<file path="config.mk">
export PLATFORM = sky130hd
export DESIGN_NAME = alu_sequencer
export DESIGN_NICKNAME = d
export VERILOG_FILES = /design/src/rtl/alu_pkg.sv /design/src/rtl/alu_core.sv /design/src/rtl/alu_sequencer.sv
export SDC_FILE = /design/constraint.sdc
export NUM_CORES = 1
export LEC_CHECK = 0
export ABC_AREA = 1
export CAP_MARGIN = 20
export CORE_MARGIN = 4
export CORE_UTILIZATION = 53
export CTS_BUF_LIST = sky130_fd_sc_hd__clkbuf_4 sky130_fd_sc_hd__clkbuf_8 sky130_fd_sc_hd__clkbuf_16
export DETAILED_ROUTE_END_ITERATION = 10
export HOLD_SLACK_MARGIN = 0.08
export PLACE_DENSITY = 0.82
export SETUP_SLACK_MARGIN = 0.05
export SLEW_MARGIN = 5
export SYNTH_ARGS = -nofsm -noshare
export SYNTH_HDL_FRONTEND = slang
export SYNTH_HIERARCHICAL = 1
export SYNTH_SLANG_ARGS = --single-unit
</file>
<file path="constraint.sdc">
create_clock -name clk -period 2.39 [get_ports clk]
set_input_delay 0.717 -clock clk [delete_from_list [all_inputs] [get_ports clk]]
set_output_delay 0.717 -clock clk [all_outputs]
set_load 0.02 [all_outputs]
</file>
<file path="src/rtl/alu_pkg.sv">
// rtl/alu_pkg.sv - shared widths, opcodes and FSM state encoding for alu_sequencer
package alu_pkg;

    localparam int NB_DATA_DEF = 8;
    localparam int NB_OP_DEF   = 6;

    localparam logic [5:0] OP_ADD = 6'b100000;
    localparam logic [5:0] OP_SUB = 6'b100010;
    localparam logic [5:0] OP_AND = 6'b100100;
    localparam logic [5:0] OP_OR  = 6'b100101;
    localparam logic [5:0] OP_XOR = 6'b100110;
    localparam logic [5:0] OP_NOR = 6'b100111;
    localparam logic [5:0] OP_SRL = 6'b000010;
    localparam logic [5:0] OP_SRA = 6'b000011;

    localparam logic [1:0] ST_WAIT_A  = 2'b00;
    localparam logic [1:0] ST_WAIT_B  = 2'b01;
    localparam logic [1:0] ST_WAIT_OP = 2'b10;
    localparam logic [1:0] ST_EXEC    = 2'b11;

endpackage

</file>
<file path="src/rtl/alu_core.sv">
// rtl/alu_core.sv - combinational ALU; carry/overflow ports exist only with ALU_SEQ_FLAGS_EN
module alu_core
    import alu_pkg::*;
#(
    parameter int NB_DATA = NB_DATA_DEF,
    parameter int NB_OP   = NB_OP_DEF
) (
    input  logic [NB_DATA-1:0] i_a,
    input  logic [NB_DATA-1:0] i_b,
    input  logic [NB_OP-1:0]   i_op,
`ifdef ALU_SEQ_FLAGS_EN
    output logic               o_carry,
    output logic               o_overflow,
`endif
    output logic [NB_DATA-1:0] o_result,
    output logic               o_err
);

    localparam int NB_SH = $clog2(NB_DATA);
    localparam int MSB   = NB_DATA - 1;

    logic [NB_DATA-1:0] w_add;
    logic [NB_DATA-1:0] w_sub;
    logic [NB_SH-1:0]   w_shamt;

    assign w_shamt = i_b[NB_SH-1:0];

`ifdef ALU_SEQ_FLAGS_EN
    // The extra top bit of each sum is the carry-out / borrow.
    logic [NB_DATA:0] w_sum;
    logic [NB_DATA:0] w_diff;

    assign w_sum  = {1'b0, i_a} + {1'b0, i_b};
    assign w_diff = {1'b0, i_a} - {1'b0, i_b};
    assign w_add  = w_sum[NB_DATA-1:0];
    assign w_sub  = w_diff[NB_DATA-1:0];

    // Carry/borrow and signed overflow only mean something for ADD and SUB.
    always_comb begin
        o_carry    = 1'b0;
        o_overflow = 1'b0;
        if (i_op == NB_OP'(OP_ADD)) begin
            o_carry    = w_sum[NB_DATA];
            o_overflow = (i_a[MSB] == i_b[MSB]) && (w_add[MSB] != i_a[MSB]);
        end else if (i_op == NB_OP'(OP_SUB)) begin
            o_carry    = w_diff[NB_DATA];
            o_overflow = (i_a[MSB] != i_b[MSB]) && (w_sub[MSB] != i_a[MSB]);
        end
    end
`else
    assign w_add = i_a + i_b;
    assign w_sub = i_a - i_b;
`endif

    // Opcode decode; anything unrecognised yields zero and raises o_err.
    always_comb begin
        o_result = '0;
        o_err    = 1'b0;
        case (i_op)
            NB_OP'(OP_ADD): o_result = w_add;
            NB_OP'(OP_SUB): o_result = w_sub;
            NB_OP'(OP_AND): o_result = i_a & i_b;
            NB_OP'(OP_OR):  o_result = i_a | i_b;
            NB_OP'(OP_XOR): o_result = i_a ^ i_b;
            NB_OP'(OP_NOR): o_result = ~(i_a | i_b);
            NB_OP'(OP_SRL): o_result = i_a >> w_shamt;
            NB_OP'(OP_SRA): o_result = $signed(i_a) >>> w_shamt;
            default:        o_err    = 1'b1;
        endcase
    end

endmodule

</file>
<file path="src/rtl/alu_sequencer.sv">
// rtl/alu_sequencer.sv - loads A, B, opcode over one bus and registers the ALU result; flags need ALU_SEQ_FLAGS_EN
module alu_sequencer
    import alu_pkg::*;
#(
    parameter int NB_DATA = NB_DATA_DEF,
    parameter int NB_OP   = NB_OP_DEF
) (
    input  logic               clk,
    input  logic               i_rst,
    input  logic [NB_DATA-1:0] i_dato,
    input  logic               i_valid,
    input  logic               i_clear,
    output logic [NB_DATA-1:0] o_result,
    output logic               o_carry,
    output logic               o_overflow,
    output logic               o_zero,
    output logic               o_err,
    output logic               o_valid,
    output logic [1:0]         o_state
);

    logic [1:0]         r_state;
    logic [NB_DATA-1:0] r_a;
    logic [NB_DATA-1:0] r_b;
    logic [NB_OP-1:0]   r_op;
    logic [NB_DATA-1:0] r_result;
    logic               r_err;
    logic               r_valid;

    logic [NB_DATA-1:0] w_result;
    logic               w_err;
    logic               w_load;

    // Results commit only when EXEC completes without an abort.
    assign w_load = (r_state == ST_EXEC) && !i_clear;

    // Operand/opcode capture and state sequencing; clear discards partial loads.
    always_ff @(posedge clk or posedge i_rst) begin
        if (i_rst) begin
            r_state <= ST_WAIT_A;
            r_a     <= '0;
            r_b     <= '0;
            r_op    <= '0;
        end else if (i_clear) begin
            r_state <= ST_WAIT_A;
            r_a     <= '0;
            r_b     <= '0;
            r_op    <= '0;
        end else begin
            case (r_state)
                ST_WAIT_A: if (i_valid) begin
                    r_a     <= i_dato;
                    r_state <= ST_WAIT_B;
                end
                ST_WAIT_B: if (i_valid) begin
                    r_b     <= i_dato;
                    r_state <= ST_WAIT_OP;
                end
                ST_WAIT_OP: if (i_valid) begin
                    r_op    <= i_dato[NB_OP-1:0];
                    r_state <= ST_EXEC;
                end
                default: r_state <= ST_WAIT_A;
            endcase
        end
    end

    // Result/err registers hold until the next completed EXEC; o_valid pulses once.
    always_ff @(posedge clk or posedge i_rst) begin
        if (i_rst) begin
            r_result <= '0;
            r_err    <= 1'b0;
            r_valid  <= 1'b0;
        end else begin
            r_valid <= w_load;
            if (w_load) begin
                r_result <= w_result;
                r_err    <= w_err;
            end
        end
    end

`ifdef ALU_SEQ_FLAGS_EN
    logic w_carry;
    logic w_overflow;
    logic r_carry;
    logic r_overflow;
    logic r_zero;

    alu_core #(
        .NB_DATA (NB_DATA),
        .NB_OP   (NB_OP)
    ) u_core (
        .i_a        (r_a),
        .i_b        (r_b),
        .i_op       (r_op),
        .o_carry    (w_carry),
        .o_overflow (w_overflow),
        .o_result   (w_result),
        .o_err      (w_err)
    );

    // Flag registers update alongside the result.
    always_ff @(posedge clk or posedge i_rst) begin
        if (i_rst) begin
            r_carry    <= 1'b0;
            r_overflow <= 1'b0;
            r_zero     <= 1'b1;
        end else if (w_load) begin
            r_carry    <= w_carry;
            r_overflow <= w_overflow;
            r_zero     <= (w_result == '0);
        end
    end

    assign o_carry    = r_carry;
    assign o_overflow = r_overflow;
    assign o_zero     = r_zero;
`else
    alu_core #(
        .NB_DATA (NB_DATA),
        .NB_OP   (NB_OP)
    ) u_core (
        .i_a      (r_a),
        .i_b      (r_b),
        .i_op     (r_op),
        .o_result (w_result),
        .o_err    (w_err)
    );

    assign o_carry    = 1'b0;
    assign o_overflow = 1'b0;
    assign o_zero     = 1'b0;
`endif

    assign o_result = r_result;
    assign o_err    = r_err;
    assign o_valid  = r_valid;
    assign o_state  = r_state;

endmodule

</file>
==> summary.txt <==
Status
  – Run status: finished, final reports clean

Drt
  – Drt first-iter violations: 490
  – DR DRC count: 0
  – 1st-pass router iterations: 5
  – WL per Instance: 13.82 um
  – Detailed-route vias per instance: 5.382
  – Post-DRT Antenna Nets: 0
  – Post-Route WL: 8003 um
  – Via Count: 3116

Clocking
  – Clk sinks: 34
  – Skew-Pair Late Insertion Delay: 0.30 ns
  – Clock transition at the registers of the reported paths: 0.08 ns
  – CTS buffer count: 5
  – CTS tree: done
  – Worst-case clock buffer depth: 2
  – Max H-tree Level: 2
  – Clock root cell: clkbuf_8

Setup path
  – Slowest CP cell: dfrtp_1
  – R2R setup slack: 0.07 ns
  – WS Path Type: flip-flop to flip-flop
  – Critical Path Start Type: flip-flop
  – CP peak stage delay: 0.41 ns
  – CP endpoint kind: flip-flop
  – Cell family with most CP delay: simple AND/OR/NAND/NOR gates
  – CP max FO: 8
  – Crit path DAT: 2.52 ns
  – Crit path top cell by count: nand2_1
  – CP bufs+invs: 2
  – CP required: 2.59 ns
  – Crit-path cells: inv_2 > nor2_8 > nand3_4 > inv_2 > or2_1 > xor2_1 > ha_1 > nand2_1 > nor2_2 > nand2_1 > nand2_1 > nand3_1 > nand3_1 > nand2_1 > nand2_1 > nand2_1

Synthesis
  – Post-synth EDFFs: 0
  – Synth Flop Type: dfrtp_1
  – Synth cell types: 36
  – Syn Inst Count: 465
  – Syn_area_per_cell: 6.643 sq um
  – Post-synthesis sequential area ratio: 27.54%
  – Async set or reset register ratio after synthesis: 100.0%
  – Number of synthesis warnings: 6
  – Synthesized area: 3089 sq um
  – Register bit total from synthesis: 34

Timing
  – Final period utilization: 97.18%
  – RSZ-0062 raised after global routing: true
  – Hold WS: 0.4818 ns
  – Clock period minus worst slack: 2.323 ns
  – Fmax: 430.5 MHz
  – Endpoints failing setup: 0
  – Max-slew violations: 0
  – Fin Setup TNS: 0 ns
  – Setup ws final: 0.06732 ns
  – Fin. Hold Viols: 0
  – Clock Skew: 0.007207 ns

Layout
  – Fin area: 3667 sq um
  – Number of diodes: 0
  – Fraction of layout cells with a size suffix above 1: 14.40%
  – Final #Nets: 547
  – Most common cell after layout, fill and taps aside: nand2_1
  – Cell Count, Final, Fillers Out: 579
  – Area grow syn2layout: 18.71%
  – Most frequent cells in the layout: nand2_1, inv_1, nand3_1

Floorplanning
  – # rows: 27
  – Die area: 7114 sq um
  – Total core area: 5574 sq um
  – Ports: 27
  – DIE WIDTH: 84.35 um
  – Starting Density: 55.42%
  – Die Span Y: 84.35 um

Global routing
  – Vias in the first global route: 2946
  – Total track usage: 23.86%
  – First-pass GRT wire length: 13880 um
  – Largest net degree at the start of global routing: 35
  – Antenna violations before repair: 0
  – Total congestion overflow: 0

Power and ir drop
  – Pwr per Cell Area: 844.6 nW/um^2
  – Peak VDD IR: 0.5453 mV
  – Pleak: 2.005 nW

Place
  – Number of port buffers: 23
  – Post-Place Setup Slack: 0.05182 ns
  – Hpwl dp: 6162 um
  – Placed cell areas: 3430 sq um
  – Placer Congestion: 0.9954
  – Cells after DPL: 562

Worst hold path
  – Hold crit path type: flip-flop to flip-flop

Job
  – Total of max-cap violations: 0
==> layout make-up <==
| type | count | area, sq um |
|---|---|---|
| sequential | 34 | 852.1 |
| multi-input combinational | 358 | 1966 |
| inverter | 66 | 251.5 |
| clock buffer | 6 | 82.58 |
| fill | 490 | 1907 |
| clock inverter | 2 | 60.06 |
| tap | 72 | 90.09 |
| timing repair buffer | 41 | 365.4 |
==> routing by layer <==
metal	routed length [um]	up-vias	track usage (%)
li1	-	1541	-
met1	3304	1349	31.57
met2	3669	189	38.67
met3	718	37	3.925
met4	311	0	10.07
met5	0	-	0
==> per-stage QoR <==
stage	power, mW	util (%)
after floorplan	1.879	-
after global placement	2.241	61.53
after detailed placement	2.286	61.53
after CTS	2.974	64.31
after global routing	3.355	65.79
final	3.097	65.79
==> worst reg2reg max path, delay by kind of cell, from the launching register on <==
family,cells,cell delay [ns]
xor gates and xnor gates,1,0.15
adders and majority gates,1,0.36
buffers and inverters,2,0.18
DFF,1,0.41
and+or+nand+nor,12,1.13
==> power by group <==
group | internal, mW | switching, mW | leakage (nW) | total [mW]
Sequential | 0.669 | 0.125 | 0.463 | 0.794
Combinational | 0.626 | 1.00 | 1.47 | 1.63
Clock | 0.445 | 0.230 | 0.0714 | 0.675
==> cells by family (layout without fill, tap and decap cells) <==
logic type	after synthesis	count (layout)	synth area share, %
compound gates	29	29	4.982
xor+xnor	7	7	1.985
fa+ha+maj	29	29	11.99
buf+inv	75	115	9.923
flops	34	34	27.54
mux	1	1	0.3240
other cells	1	3	0.1214
simple gates	289	289	43.14
==> final timing paths <==
path,from,end,depth (start not counted)
max,r_op[5],o_result[7],16
min,o_result[1],o_result[1],2
max reg2reg,r_op[5],o_result[7],16
min reg2reg,o_result[1],o_result[1],2
max in group asynchronous,i_rst,r_op[2],3
min in group asynchronous,i_rst,o_result[2],3
==> sequential cells by signal (all words and copies together) (netlist names) <==
| name | cells |
|---|---|
| r_a | 8 |
| o_valid | 1 |
| r_b | 8 |
| o_state | 2 |
| o_result | 8 |
| o_err | 1 |
| r_op | 6 |
==> cells in the mapped netlist, types with 2 or more instances <==
cell,instances,share of area [%]
nand2_4,4,1.5
o21ai_0,15,2.4
nand3_2,2,0.65
dfrtp_1,34,28
o22ai_1,2,0.40
buf_4,4,0.97
buf_2,5,0.81
xor2_1,5,1.4
nand2_1,157,19
nand4_1,4,0.81
a21oi_1,9,1.5
nor3_1,7,1.1
nand3_1,52,8.4
nor2_1,39,4.7
nand2_2,8,1.6
nand3b_1,4,0.97
xnor2_1,2,0.57
inv_1,55,6.7
ha_1,28,11
inv_2,9,1.1
nor2_4,5,1.8
==> repair_timing <==
item / 4_1_cts / 5_1_grt
hold buffers: 0 / 0
setup endpoints to repair: 2 / 6
endpoints found under the hold margin: 0 / 0
buffers inserted: 1 / 8
pin swaps: 1 / 8
gates resized for setup: 1 / 11
Note: power is estimated with default switching activity, not from simulation.
